File: src/rtl/imm_gen_stage_if.sv
// rtl/imm_gen_stage_if.sv - fetch-side and decode-side handshake bundle for imm_gen_stage
interface imm_gen_stage_if #(
  parameter int XLEN = 32
);
  logic            in_valid;
  logic            in_ready;
  logic [31:0]     inst;
  logic [5:0]      i_fmt;
  logic            out_valid;
  logic            out_ready;
  logic [XLEN-1:0] out_imm;
  logic [31:0]     out_inst;
  logic            out_fmt_err;

  modport master (
    output in_valid, inst, i_fmt, out_ready,
    input  in_ready, out_valid, out_imm, out_inst, out_fmt_err
  );

  modport slave (
    input  in_valid, inst, i_fmt, out_ready,
    output in_ready, out_valid, out_imm, out_inst, out_fmt_err
  );
endinterface

File: src/rtl/imm_gen_stage.sv
// rtl/imm_gen_stage.sv - registered immediate generator with 2-entry skid buffer
module imm_gen_stage #(
  parameter int XLEN          = 32,
  parameter bit DECODE_OPCODE = 1'b0
) (
  input  logic           clk,
  input  logic           rst_n,
  input  logic           flush,
  imm_gen_stage_if.slave bus
);
  localparam logic [6:0] OP_IMM    = 7'b0010011;
  localparam logic [6:0] OP_IMM_32 = 7'b0011011;

  logic [31:0]     inst;
  logic [6:0]      opcode;
  logic [2:0]      funct3;
  logic [5:0]      dec_fmt;
  logic [5:0]      fmt;
  logic            fmt_err;
  logic            is_shift;
  logic [XLEN-1:0] imm_i, imm_s, imm_b, imm_u, imm_j, imm_sh;
  logic [XLEN-1:0] new_imm;

  assign inst   = bus.inst;
  assign opcode = inst[6:0];
  assign funct3 = inst[14:12];

  always_comb begin
    dec_fmt = 6'b000000;
    case (opcode)
      7'b0110011, 7'b0111011:                         dec_fmt = 6'b100000;
      7'b0010011, 7'b0011011, 7'b0000011,
      7'b1100111, 7'b1110011, 7'b0001111:             dec_fmt = 6'b010000;
      7'b0100011:                                     dec_fmt = 6'b001000;
      7'b1100011:                                     dec_fmt = 6'b000100;
      7'b0110111, 7'b0010111:                         dec_fmt = 6'b000010;
      7'b1101111:                                     dec_fmt = 6'b000001;
      default:                                        dec_fmt = 6'b000000;
    endcase
  end

  assign fmt     = DECODE_OPCODE ? dec_fmt : bus.i_fmt;
  assign fmt_err = (fmt == 6'b000000) || ((fmt & (fmt - 6'd1)) != 6'b000000);

  // Only the shift-immediate encodings carry a shamt; loads with funct3 001/101 stay sign-extended.
  assign is_shift = ((opcode == OP_IMM) || (opcode == OP_IMM_32)) &&
                    ((funct3 == 3'b001) || (funct3 == 3'b101));

  assign imm_i  = {{(XLEN-12){inst[31]}}, inst[31:20]};
  assign imm_s  = {{(XLEN-12){inst[31]}}, inst[31:25], inst[11:7]};
  assign imm_b  = {{(XLEN-12){inst[31]}}, inst[7], inst[30:25], inst[11:8], 1'b0};
  assign imm_u  = {{(XLEN-31){inst[31]}}, inst[30:12], 12'b0};
  assign imm_j  = {{(XLEN-20){inst[31]}}, inst[19:12], inst[20], inst[30:21], 1'b0};
  assign imm_sh = ((XLEN == 64) && (opcode == OP_IMM)) ? {{(XLEN-6){1'b0}}, inst[25:20]}
                                                       : {{(XLEN-5){1'b0}}, inst[24:20]};

  always_comb begin
    new_imm = '0;
    if (!fmt_err) begin
      if (fmt[4])      new_imm = is_shift ? imm_sh : imm_i;
      else if (fmt[3]) new_imm = imm_s;
      else if (fmt[2]) new_imm = imm_b;
      else if (fmt[1]) new_imm = imm_u;
      else if (fmt[0]) new_imm = imm_j;
      else             new_imm = '0;
    end
  end

  logic            out_valid_q, out_valid_d;
  logic [XLEN-1:0] out_imm_q, out_imm_d;
  logic [31:0]     out_inst_q, out_inst_d;
  logic            out_err_q, out_err_d;
  logic            skid_valid_q, skid_valid_d;
  logic [XLEN-1:0] skid_imm_q, skid_imm_d;
  logic [31:0]     skid_inst_q, skid_inst_d;
  logic            skid_err_q, skid_err_d;
  logic            in_ready_q, in_ready_d;
  logic            accept;
  logic            drain;

  assign accept = bus.in_valid && in_ready_q;
  assign drain  = out_valid_q && bus.out_ready;

  always_comb begin
    out_valid_d  = out_valid_q;
    out_imm_d    = out_imm_q;
    out_inst_d   = out_inst_q;
    out_err_d    = out_err_q;
    skid_valid_d = skid_valid_q;
    skid_imm_d   = skid_imm_q;
    skid_inst_d  = skid_inst_q;
    skid_err_d   = skid_err_q;
    if (flush) begin
      out_valid_d  = 1'b0;
      skid_valid_d = 1'b0;
    end else if (!out_valid_q || drain) begin
      // Skid is only occupied while in_ready is low, so it never competes with an accept.
      if (skid_valid_q) begin
        out_valid_d  = 1'b1;
        out_imm_d    = skid_imm_q;
        out_inst_d   = skid_inst_q;
        out_err_d    = skid_err_q;
        skid_valid_d = 1'b0;
      end else if (accept) begin
        out_valid_d = 1'b1;
        out_imm_d   = new_imm;
        out_inst_d  = inst;
        out_err_d   = fmt_err;
      end else begin
        out_valid_d = 1'b0;
      end
    end else if (accept) begin
      skid_valid_d = 1'b1;
      skid_imm_d   = new_imm;
      skid_inst_d  = inst;
      skid_err_d   = fmt_err;
    end
    in_ready_d = !skid_valid_d;
  end

  always_ff @(posedge clk or negedge rst_n) begin
    if (!rst_n) begin
      out_valid_q  <= 1'b0;
      out_imm_q    <= '0;
      out_inst_q   <= '0;
      out_err_q    <= 1'b0;
      skid_valid_q <= 1'b0;
      skid_imm_q   <= '0;
      skid_inst_q  <= '0;
      skid_err_q   <= 1'b0;
      in_ready_q   <= 1'b1;
    end else begin
      out_valid_q  <= out_valid_d;
      out_imm_q    <= out_imm_d;
      out_inst_q   <= out_inst_d;
      out_err_q    <= out_err_d;
      skid_valid_q <= skid_valid_d;
      skid_imm_q   <= skid_imm_d;
      skid_inst_q  <= skid_inst_d;
      skid_err_q   <= skid_err_d;
      in_ready_q   <= in_ready_d;
    end
  end

  assign bus.in_ready    = in_ready_q;
  assign bus.out_valid   = out_valid_q;
  assign bus.out_imm     = out_imm_q;
  assign bus.out_inst    = out_inst_q;
  assign bus.out_fmt_err = out_err_q;
endmodule

File: src/flat_wrapper.sv
// flat-port wrapper written by rule: the top's interface ports become plain ports
module imm_gen_stage_flat 
#(
  parameter int XLEN          = 32,
  parameter bit DECODE_OPCODE = 1'b0
)
  (clk, rst_n, flush, bus_in_valid, bus_inst, bus_i_fmt, bus_out_ready, bus_in_ready, bus_out_valid, bus_out_imm, bus_out_inst, bus_out_fmt_err);
  imm_gen_stage_if #(.XLEN(XLEN)) bus_i ();
  input  logic clk;
  input  logic rst_n;
  input  logic flush;
  input wire logic [$bits(bus_i.in_valid)-1:0] bus_in_valid;
  input wire logic [$bits(bus_i.inst)-1:0] bus_inst;
  input wire logic [$bits(bus_i.i_fmt)-1:0] bus_i_fmt;
  input wire logic [$bits(bus_i.out_ready)-1:0] bus_out_ready;
  output wire logic [$bits(bus_i.in_ready)-1:0] bus_in_ready;
  output wire logic [$bits(bus_i.out_valid)-1:0] bus_out_valid;
  output wire logic [$bits(bus_i.out_imm)-1:0] bus_out_imm;
  output wire logic [$bits(bus_i.out_inst)-1:0] bus_out_inst;
  output wire logic [$bits(bus_i.out_fmt_err)-1:0] bus_out_fmt_err;
  assign bus_i.in_valid = bus_in_valid;
  assign bus_i.inst = bus_inst;
  assign bus_i.i_fmt = bus_i_fmt;
  assign bus_i.out_ready = bus_out_ready;
  assign bus_in_ready = bus_i.in_ready;
  assign bus_out_valid = bus_i.out_valid;
  assign bus_out_imm = bus_i.out_imm;
  assign bus_out_inst = bus_i.out_inst;
  assign bus_out_fmt_err = bus_i.out_fmt_err;
  imm_gen_stage #(.XLEN(XLEN), .DECODE_OPCODE(DECODE_OPCODE)) u_core (.clk(clk), .rst_n(rst_n), .flush(flush), .bus(bus_i));
endmodule
File: config.mk
export PLATFORM = sky130hd
export DESIGN_NAME = imm_gen_stage_flat
export DESIGN_NICKNAME = d
export VERILOG_FILES = /design/src/rtl/imm_gen_stage_if.sv /design/src/rtl/imm_gen_stage.sv /design/src/flat_wrapper.sv
export SDC_FILE = /design/constraint.sdc
export NUM_CORES = 1
export LEC_CHECK = 0
export ABC_AREA = 1
export CAP_MARGIN = 0
export CORE_ASPECT_RATIO = 1.5
export CORE_MARGIN = 3
export CORE_UTILIZATION = 50
export CTS_CLUSTER_SIZE = 28
export DETAILED_ROUTE_END_ITERATION = 10
export HOLD_SLACK_MARGIN = 0.02
export PLACE_DENSITY = 0.74
export SLEW_MARGIN = 0
export SYNTH_ARGS = -nofsm -noshare
export SYNTH_HDL_FRONTEND = slang
export SYNTH_SLANG_ARGS = --single-unit
File: constraint.sdc
create_clock -name clk -period 1.9 [get_ports clk]
set_input_delay 0.38 -clock clk [delete_from_list [all_inputs] [get_ports clk]]
set_output_delay 0.38 -clock clk [all_outputs]
set_load 0.02 [all_outputs]
==> results of run 1 <==
## layout make-up
type | instances | area [um^2]
clock buffers | 18 | 429.2
clock inverters | 14 | 175.2
fillers | 1051 | 3979
inverters | 49 | 185.2
multi-input cells | 618 | 2700
flip-flops and latches | 133 | 3329
well taps | 156 | 195.2
repair buffers | 159 | 1582
## final timing paths
kind | startpoint | endpoint | slack [ps] | depth (start not counted)
max | u_core.bus.out_inst[22] | bus_out_inst[22] | 90 | 1
min | rst_n | u_core.skid_imm_q[16] | 460 | 2
max reg2reg | u_core.bus.out_valid | u_core.skid_imm_q[13] | 480 | 5
min reg2reg | u_core.bus.out_imm[31] | u_core.bus.out_imm[31] | 470 | 2
max in group asynchronous | rst_n | u_core.bus.out_imm[23] | 840 | 3
min in group clk | u_core.bus.out_imm[31] | u_core.bus.out_imm[31] | 470 | 2
## cells in the final DEF (no fill, tap or decap), drive strengths merged
cell,Yosys,routed
a21boi,2,2
a21oi,2,2
buf,32,50
bufinv,0,3
clkbuf,25,18
clkdlybuf4s50,0,107
clkinv,0,5
clkinvlp,0,3
dfrtp,132,132
dfstp,1,1
dlygate4sd2,0,1
dlygate4sd3,0,1
inv,49,52
nand2,325,325
nand3,49,49
nand4,1,1
nor2,77,77
o21ai,151,151
o31ai,8,8
or2,3,3
## logic make-up after synthesis
group	count (synthesis)	share of synthesized area (%)
buf+inv	106	7.194
compound gates	163	13.00
flops	133	51.46
simple gates	455	28.35
## sequential cells by signal (all words and copies together) (netlist names)
signal and count:
u_core.bus.out_fmt_err 1, u_core.skid_err_q 1, u_core.bus.out_imm 32, u_core.bus.in_ready 1
u_core.bus.out_valid 1, u_core.skid_valid_q 1, u_core.bus.out_inst 32, u_core.skid_inst_q 32
u_core.skid_imm_q 32
## per-stage QoR
step,power [mW],worst slack (ps)
2_1_floorplan,4.363,496.5
3_3_place_gp,5.163,-152.8
3_5_place_dp,5.210,-159.5
4_1_cts,8.592,75.02
5_1_grt,8.944,60.26
6_report,8.512,87.26
## what timing repair did
item,4_1_cts,5_1_grt
hold endpoints to repair,35,0
setup endpoints to repair,1,0
gates resized for setup,1,0
hold buffers,1,0
## metal layers
metal / up-vias / GRT usage, % / share of wire [%]
li1: 2967 / - / -
met1: 2742 / 30.74 / 43
met2: 137 / 39.43 / 51
met3: 31 / 4.377 / 3.9
met4: 0 / 7.997 / 2.2
met5: - / 0 / 0
## power by group through the flow
stage,registers [mW],clock network [mW],logic [mW]
6_report,3.49,3.35,1.67
5_1_grt,3.54,3.54,1.86
4_1_cts,3.49,3.41,1.70
2_1_floorplan,3.73,0,0.632
3_5_place_dp,3.53,0,1.68
3_3_place_gp,3.52,0,1.65
==> reports/metrics.yaml, run 1 <==
outcome: "finished, final reports clean"
swShare_pct: 28.38
synth_warnings: 0
wl_um: 16040
comb_power_share_pct: 19.6
skew_ps: 5.108
cpMaxStageDelayCell: "clkdlybuf4s50_1"
internal-power_mw: 6.096
antenna_found_initial: 0
maxCapViolations: 0
grtUsageTotal_pct: 23.60
power_density_nw_per_um2: 990.2
fmax_ghz: 0.5517
critPathCaptureType: "output port"
worstSkewPairLatency_ps: 410
leakage_nw: 4.434
synth_nets: 900
slew_headroom_pct: 71.53
synth_top_area_share_pct: 51.05
gp_congestion: 0.8355
clock-sinks: 133
synth_common_cells: "nand2_1 (321), dfrtp_1 (132), o21ai_0 (129)"
core_area_um2: 12570
cp_cell_sequence: "clkdlybuf4s50_1"
first_global_vias: 5650
critical_path_class: "reg -> out"
synth_largest_area_cell: "dfrtp_1"
dr_total_vias: 5877
cts_setup_buffers: 0
fin_cells: 1147
gr-total-overflow: 0
initial_utilization_pct: 51.45
cts_buffer_depth: 2
synth_area_um2: 6470
dieArea_um2: 14370
synth_area_leaders: "dfrtp_1 (51%), nand2_1 (19%), o21ai_0 (10%)"
grt_pass1_wl_um: 27660
viasPerCell: 5.124
wl_per_cell_um: 13.99
ys.flop_type: "dfrtp_1"
slew_violations: 0
synth_seq_cells: 133
synth_cells: 857
fin_tns_setup_ps: 0
cp_top_family: "buffers and inverters"
ys_types: 25
worstSetupStartpointType: "register"
hpwl_um: 11200
rsz0062_at_grt: "false"
io_pins: 110
ant_nets: 0
yosysSeqAreaShare_pct: 51.46
drt_first_iter_violations: 280
setup-violations-final: 0
critPathMaxStageDelay_ps: 640
drc: 0
synth_edf_count: 0
fin_nets: 1021
finalHoldViolCount: 0
drtPass1Iterations: 5
numPortBuffers: 109
synthArstFlopShare_pct: 100.0
layout-drive-gt1-share_pct: 10.09
grt_max_degree: 104
p_switching_mw: 2.415
period_share_pct: 95.41
clk_pin_slew_worst_paths_ps: 60
synthMostInstantiatedCell: "nand2_1"
layout_min_cycle_time_ps: 1813
die_y_um: 145.3
place_area_um2: 7983
numCtsBuffers: 17
pwr-share-seq_pct: 41.0
ir_worst_vdd_mv: 0.6448
fin_area_um2: 8596
arrival_ps: 1430
num_rows: 50
whs_ps: 460.8
syn-mean-instance-area_um2: 7.550
die_w_um: 98.88
synthToLayoutAreaGrowth_pct: 32.86
cts.root.buffer_cell: "clkbuf_16"
worst_ep_required_time_ps: 1520
power_frac_clock_pct: 39.4
worst_pin_slew_ps: 427.0
crit_fanout: 2
cts_tree: "done"
h-tree-depth: 4
antenna_cells: 0
place_inst: 1114
cp.buffers_inverters: 1
hold_path.class: "in -> async"
postLayoutCoreUtil_pct: 68.36
Power figures use the tool's default switching activity.
==> run 2: changes to the inputs <==
--- a/config.mk
+++ b/config.mk
@@ -10,6 +10,7 @@
 export CORE_ASPECT_RATIO = 1.5
 export CORE_MARGIN = 3
 export CORE_UTILIZATION = 50
+export CTS_BUF_LIST = sky130_fd_sc_hd__clkbuf_8 sky130_fd_sc_hd__clkbuf_16
 export CTS_CLUSTER_SIZE = 28
 export DETAILED_ROUTE_END_ITERATION = 10
 export HOLD_SLACK_MARGIN = 0.02
==> run 2 against run 1 <==
Non-clock buffer count is the same; maximum frequency barely moved; critical endpoint unchanged; worst hold slack got worse by 1.8 ps.
==> reports/metrics.yaml, run 2 (synthesized netlist as in run 1, its figures left out) <==
cp_top_family: "buffers and inverters"  # unchanged
arrival_ps: 1430  # about the same
leakage_nw: 4.438  # was 4.434 nW
dieArea_um2: 14370  # unchanged
wl_um: 16040  # about the same
rsz0062_at_grt: "false"  # unchanged
layout-drive-gt1-share_pct: 10.09  # unchanged
cts_tree: "done"  # unchanged
h-tree-depth: 4  # unchanged
numCtsBuffers: 17  # unchanged
drtPass1Iterations: 5  # unchanged
fin_area_um2: 8596  # unchanged
reg2reg_depth: 5  # unchanged
maxCapViolations: 0  # unchanged
r2r_end: "u_core.skid_imm_q[13]"  # unchanged
hpwl_um: 11200  # unchanged
place_inst: 1114  # unchanged
comb_power_share_pct: 19.6  # about the same
num_rows: 50  # unchanged
cpMaxStageDelayCell: "clkdlybuf4s50_1"  # unchanged
dr_total_vias: 5897  # was 5877
worst_pin_slew_ps: 428.2  # was 427.0 ps
die_w_um: 98.88  # unchanged
synthToLayoutAreaGrowth_pct: 32.86  # unchanged
setup-violations-final: 0  # unchanged
swShare_pct: 28.40  # was 28.38%
critical_path_class: "reg -> out"  # unchanged
worstSkewPairLatency_ps: 410  # about the same
ir_worst_vdd_mv: 0.6453  # was 0.6448 mV
wl_per_cell_um: 13.98  # was 13.99 um
drt_first_iter_violations: 279  # was 280
core_area_um2: 12570  # unchanged
period_share_pct: 95.42  # was 95.41%
worstSetupStartpointType: "register"  # unchanged
rrSetupSlack_ps: 480  # about the same
finalHoldViolCount: 0  # unchanged
layout_min_cycle_time_ps: 1813  # about the same
p_total_mw: 8.507  # was 8.512 mW
layout_commonest_cell: "nand2_1"  # unchanged
power_frac_clock_pct: 39.4  # about the same
gp_congestion: 0.8355  # unchanged
power_density_nw_per_um2: 989.7  # was 990.2 nW/um^2
cts.root.buffer_cell: "clkbuf_16"  # unchanged
gr-total-overflow: 0  # unchanged
hold_path.class: "in -> async"  # unchanged
postLayoutCoreUtil_pct: 68.36  # unchanged
grt_max_degree: 104  # unchanged
drc: 0  # unchanged
fin_nets: 1021  # unchanged
initial_utilization_pct: 51.45  # unchanged
outcome: "finished, final reports clean"  # unchanged
viasPerCell: 5.141  # was 5.124
first_global_vias: 5648  # was 5650
numPortBuffers: 109  # unchanged
slew_headroom_pct: 71.45  # was 71.53%
slew_violations: 0  # unchanged
fin_cells: 1147  # unchanged
worst_ep_required_time_ps: 1520  # about the same
skew_ps: 5.214  # was 5.108 ps
fin_tns_setup_ps: 0  # unchanged
p_switching_mw: 2.416  # was 2.415 mW
fmax_ghz: 0.5516  # was 0.5517 GHz
layout_common_cells: "nand2_1 (321), dfrtp_1 (132), o21ai_0 (129)"  # unchanged
place_area_um2: 7983  # unchanged
pwr-share-seq_pct: 41.0  # about the same
io_pins: 110  # unchanged
grtUsageTotal_pct: 23.60  # unchanged
antenna_found_initial: 0  # unchanged
cp_cell_sequence: "clkdlybuf4s50_1"  # unchanged
cp.buffers_inverters: 1  # unchanged
internal-power_mw: 6.091  # was 6.096 mW
r2r_start: "u_core.bus.out_valid"  # unchanged
critPathCaptureType: "output port"  # unchanged
antenna_cells: 0  # unchanged
cts_buffer_depth: 2  # unchanged
clock-sinks: 133  # unchanged
grt_pass1_wl_um: 27660  # unchanged
die_y_um: 145.3  # unchanged
clk_pin_slew_worst_paths_ps: 60  # about the same
ant_nets: 0  # unchanged
crit_fanout: 2  # unchanged
critPathMaxStageDelay_ps: 640  # about the same
## run 2: cell count changes in the layout (fill, tap and decap cells not counted), sizes merged
cell | before | now
inv | 52 | 53
clkbuf | 18 | 17
## run 2: cell type report
class                   count  area, um^2
clock inverters            15       178.9
fillers                  1051        3979
inverters                  49       185.2
multi-input cells         618        2700
repair buffers            159        1582
well taps                 156       195.2
flip-flops and latches    133        3329
clock buffers              17       425.4
## run 2: power groups by stage
stage | logic, mW | clock network (mW) | registers (mW)
floorplan | 0.632 | 0 | 3.73
global placement | 1.65 | 0 | 3.52
detailed placement | 1.68 | 0 | 3.53
CTS | 1.70 | 3.41 | 3.49
global route | 1.86 | 3.54 | 3.54
finish | 1.67 | 3.35 | 3.49
## run 2: what timing repair did
item                       in CTS  in global routing
buffers inserted                0                  0
setup endpoints to repair       1                  0
hold buffers                    1                  0
hold endpoints to repair       35                  0
resized for setup               1                  0
## run 2: how the worst max path moves through the flow
| stage | startpoint | to | slack, ps | depth (start not counted) |
|---|---|---|---|---|
| floorplan | u_core.bus.in_ready | u_core.bus.out_imm[27] | 500 | 8 |
| global placement | bus_i_fmt[1] | u_core.skid_imm_q[4] | -150 | 9 |
| detailed placement | bus_inst[2] | u_core.bus.out_imm[10] | -160 | 12 |
| CTS | u_core.bus.out_inst[22] | bus_out_inst[22] | 80 | 1 |
| global route | u_core.bus.out_inst[23] | bus_out_inst[23] | 60 | 1 |
| finish | u_core.bus.out_inst[22] | bus_out_inst[22] | 90 | 1 |
## run 2: metal layers
layer	GRT usage (%)	wire, um
met1	30.74	6815
met2	39.43	8207
met3	4.377	668
met4	7.997	345
met5	0	0
## run 2: stage by stage
stage	setup WS, ps	hold slack (ps)
after global routing	60.26	495.7
after global placement	-152.8	322.5
after CTS	75.02	450.3
final	86.95	459.0
after detailed placement	-159.5	321.8
after floorplan	496.5	84.41
==> run 3: changes to the inputs <==
--- a/config.mk
+++ b/config.mk
@@ -7,15 +7,18 @@
 export LEC_CHECK = 0
 export ABC_AREA = 1
 export CAP_MARGIN = 0
+export CELL_PAD_IN_SITES_DETAIL_PLACEMENT = 1
+export CELL_PAD_IN_SITES_GLOBAL_PLACEMENT = 2
 export CORE_ASPECT_RATIO = 1.5
 export CORE_MARGIN = 3
-export CORE_UTILIZATION = 50
+export CORE_UTILIZATION = 30
 export CTS_BUF_LIST = sky130_fd_sc_hd__clkbuf_8 sky130_fd_sc_hd__clkbuf_16
-export CTS_CLUSTER_SIZE = 28
+export CTS_CLUSTER_SIZE = 8
 export DETAILED_ROUTE_END_ITERATION = 10
 export HOLD_SLACK_MARGIN = 0.02
-export PLACE_DENSITY = 0.74
+export PLACE_DENSITY = 0.77
 export SLEW_MARGIN = 0
 export SYNTH_ARGS = -nofsm -noshare
 export SYNTH_HDL_FRONTEND = slang
 export SYNTH_SLANG_ARGS = --single-unit
+export TNS_END_PERCENT = 100
==> run 3 against run 2 <==
Utilization is 27 points lower; sequential share of layout area is 0.92 points lower; worst hold slack worse by 22 ps; combinational power is 2% higher; flip-flop and latch count stayed put; clock power hardly changed; critical path type unchanged; largest power group unchanged.
==> reports/metrics.yaml, run 3 (synthesized netlist as in run 1, its figures left out) <==
first_global_vias: 6094  # was 5648
drt_first_iter_violations: 253  # was 279
gp_congestion: 0.7686  # was 0.8355
cts_buffer_depth: 2  # unchanged
r2r_start: "u_core.bus.in_ready"  # was u_core.bus.out_valid
arrival_ps: 1460  # was 1430 ps
preCtsSetupSlack_ps: -417.7  # was -159.5 ps
worst_pin_slew_ps: 408.8  # was 428.2 ps
fin_tns_setup_ps: 0  # unchanged
layout_commonest_cell: "nand2_1"  # unchanged
place_area_um2: 8190  # was 7983 um^2
cts_tree: "done"  # unchanged
ir_worst_vdd_mv: 0.5797  # was 0.6453 mV
slew_headroom_pct: 72.75  # was 71.45%
swShare_pct: 29.33  # was 28.40%
fin_area_um2: 8806  # was 8596 um^2
place_inst: 1235  # was 1114
postLayoutCoreUtil_pct: 41.64  # was 68.36%
grt_pass1_wl_um: 32560  # was 27660 um
slew_violations: 0  # unchanged
wl_per_cell_um: 15.42  # was 13.98 um
critPathMaxStageDelay_ps: 620  # was 640 ps
clk_pin_slew_worst_paths_ps: 60  # about the same
fin_cells: 1268  # was 1147
outcome: "finished, final reports clean"  # unchanged
rsz0062_at_grt: "false"  # unchanged
internal-power_mw: 6.040  # was 6.091 mW
worstSetupStartpoint: "u_core.bus.out_imm[9]"  # was u_core.bus.out_inst[22]
p_switching_mw: 2.507  # was 2.416 mW
fin_ws_ps: 57.93  # was 86.95 ps
clock-sinks: 133  # unchanged
critical_path_class: "reg -> out"  # unchanged
cts_setup_buffers: 0  # unchanged
hold_path.class: "in -> async"  # unchanged
power_frac_clock_pct: 39.2  # was 39.4%
nFillCells: 2603  # was 1051
worstSetupStartpointType: "register"  # unchanged
drc: 0  # unchanged
gr-total-overflow: 0  # unchanged
die_w_um: 125.9  # was 98.88 um
antenna_cells: 0  # unchanged
cts.root.buffer_cell: "clkbuf_16"  # unchanged
layout-drive-gt1-share_pct: 11.10  # was 10.09%
cpMaxStageDelayCell: "clkdlybuf4s50_1"  # unchanged
core_area_um2: 21150  # was 12570 um^2
dieArea_um2: 23400  # was 14370 um^2
cp_top_family: "buffers and inverters"  # unchanged
wl_um: 19550  # was 16040 um
period_share_pct: 96.95  # was 95.42%
power_density_nw_per_um2: 970.7  # was 989.7 nW/um^2
h-tree-depth: 4  # unchanged
comb_power_share_pct: 20.0  # was 19.6%
critPathCaptureType: "output port"  # unchanged
die_y_um: 185.9  # was 145.3 um
numPortBuffers: 109  # unchanged
io_pins: 110  # unchanged
finalHoldViolCount: 0  # unchanged
skew_ps: 7.063  # was 5.214 ps
cp.buffers_inverters: 1  # unchanged
grtUsageTotal_pct: 17.49  # was 23.60%
crit_fanout: 2  # unchanged
leakage_nw: 4.473  # was 4.438 nW
cp_cell_sequence: "clkdlybuf4s50_1"  # unchanged
ant_nets: 0  # unchanged
viasPerCell: 4.678  # was 5.141
drtPass1Iterations: 4  # was 5
numCtsBuffers: 17  # unchanged
setup-violations-final: 0  # unchanged
initial_utilization_pct: 30.60  # was 51.45%
maxCapViolations: 0  # unchanged
grt_max_degree: 86  # was 104
num_rows: 65  # was 50
worstSkewPairLatency_ps: 430  # was 410 ps
fmax_ghz: 0.5429  # was 0.5516 GHz
fin_nets: 1030  # was 1021
layout_min_cycle_time_ps: 1842  # was 1813 ps
worst_ep_required_time_ps: 1520  # about the same
antenna_found_initial: 0  # unchanged
hpwl_um: 13990  # was 11200 um
synthToLayoutAreaGrowth_pct: 36.11  # was 32.86%
pwr-share-seq_pct: 40.8  # was 41.0%
layout_common_cells: "nand2_1 (321), dfrtp_1 (132), o21ai_0 (126)"  # was nand2_1 (321), dfrtp_1 (132), o21ai_0 (129)
dr_total_vias: 5932  # was 5897
## run 3: worst paths after layout
kind | to | slack, ps | cells after the start
min | u_core.bus.out_imm[15] | 440 | 2
min reg2reg | u_core.bus.out_imm[29] | 480 | 2
max reg2reg | u_core.bus.out_imm[3] | 440 | 6
max in group asynchronous | u_core.bus.in_ready | 850 | 3
max | bus_out_imm[9] | 60 | 1
min in group clk | u_core.bus.out_imm[29] | 480 | 2
## run 3: per-layer routing
metal,vias to the layer above,GRT usage (%),wire (um)
li1,2982,-,-
met1,2836,22.09,8826
met2,92,29.65,9772
met3,22,4.077,593
met4,0,5.754,358
met5,-,0,0
## run 3: final cells by class
type | count | area, um^2 | share of cell area, %
Timing Repair Buffer | 168 | 1649 | 18.73
Clock buffer | 19 | 452.9 | 5.143
Tap cell | 268 | 335.3 | 3.808
Inverter | 49 | 185.2 | 2.103
Sequential cell | 133 | 3329 | 37.81
Multi-Input combinational cell | 618 | 2704 | 30.70
Clock inverter | 13 | 150.1 | 1.705
## run 3: metrics by stage
stage	total power, mW	hold WS (ps)
6_report	8.548	436.7
5_1_grt	9.060	452.3
4_1_cts	8.716	442.7
3_5_place_dp	5.269	331.7
3_3_place_gp	5.231	328.7
2_1_floorplan	4.363	84.41
## run 3: power by group through the flow
stage | combinational [mW] | sequential (mW) | clock [mW]
finish | 1.71 | 3.49 | 3.35
global route | 1.93 | 3.55 | 3.58
CTS | 1.75 | 3.49 | 3.48
detailed placement | 1.73 | 3.54 | 0
global placement | 1.71 | 3.53 | 0
floorplan | 0.632 | 3.73 | 0
## run 3: repair_timing
item	4_1_cts	5_1_grt
pin swaps	0	0
setup endpoints to repair	1	4
hold buffers	1	0
endpoints found under the hold margin	34	0
resized for setup	1	4
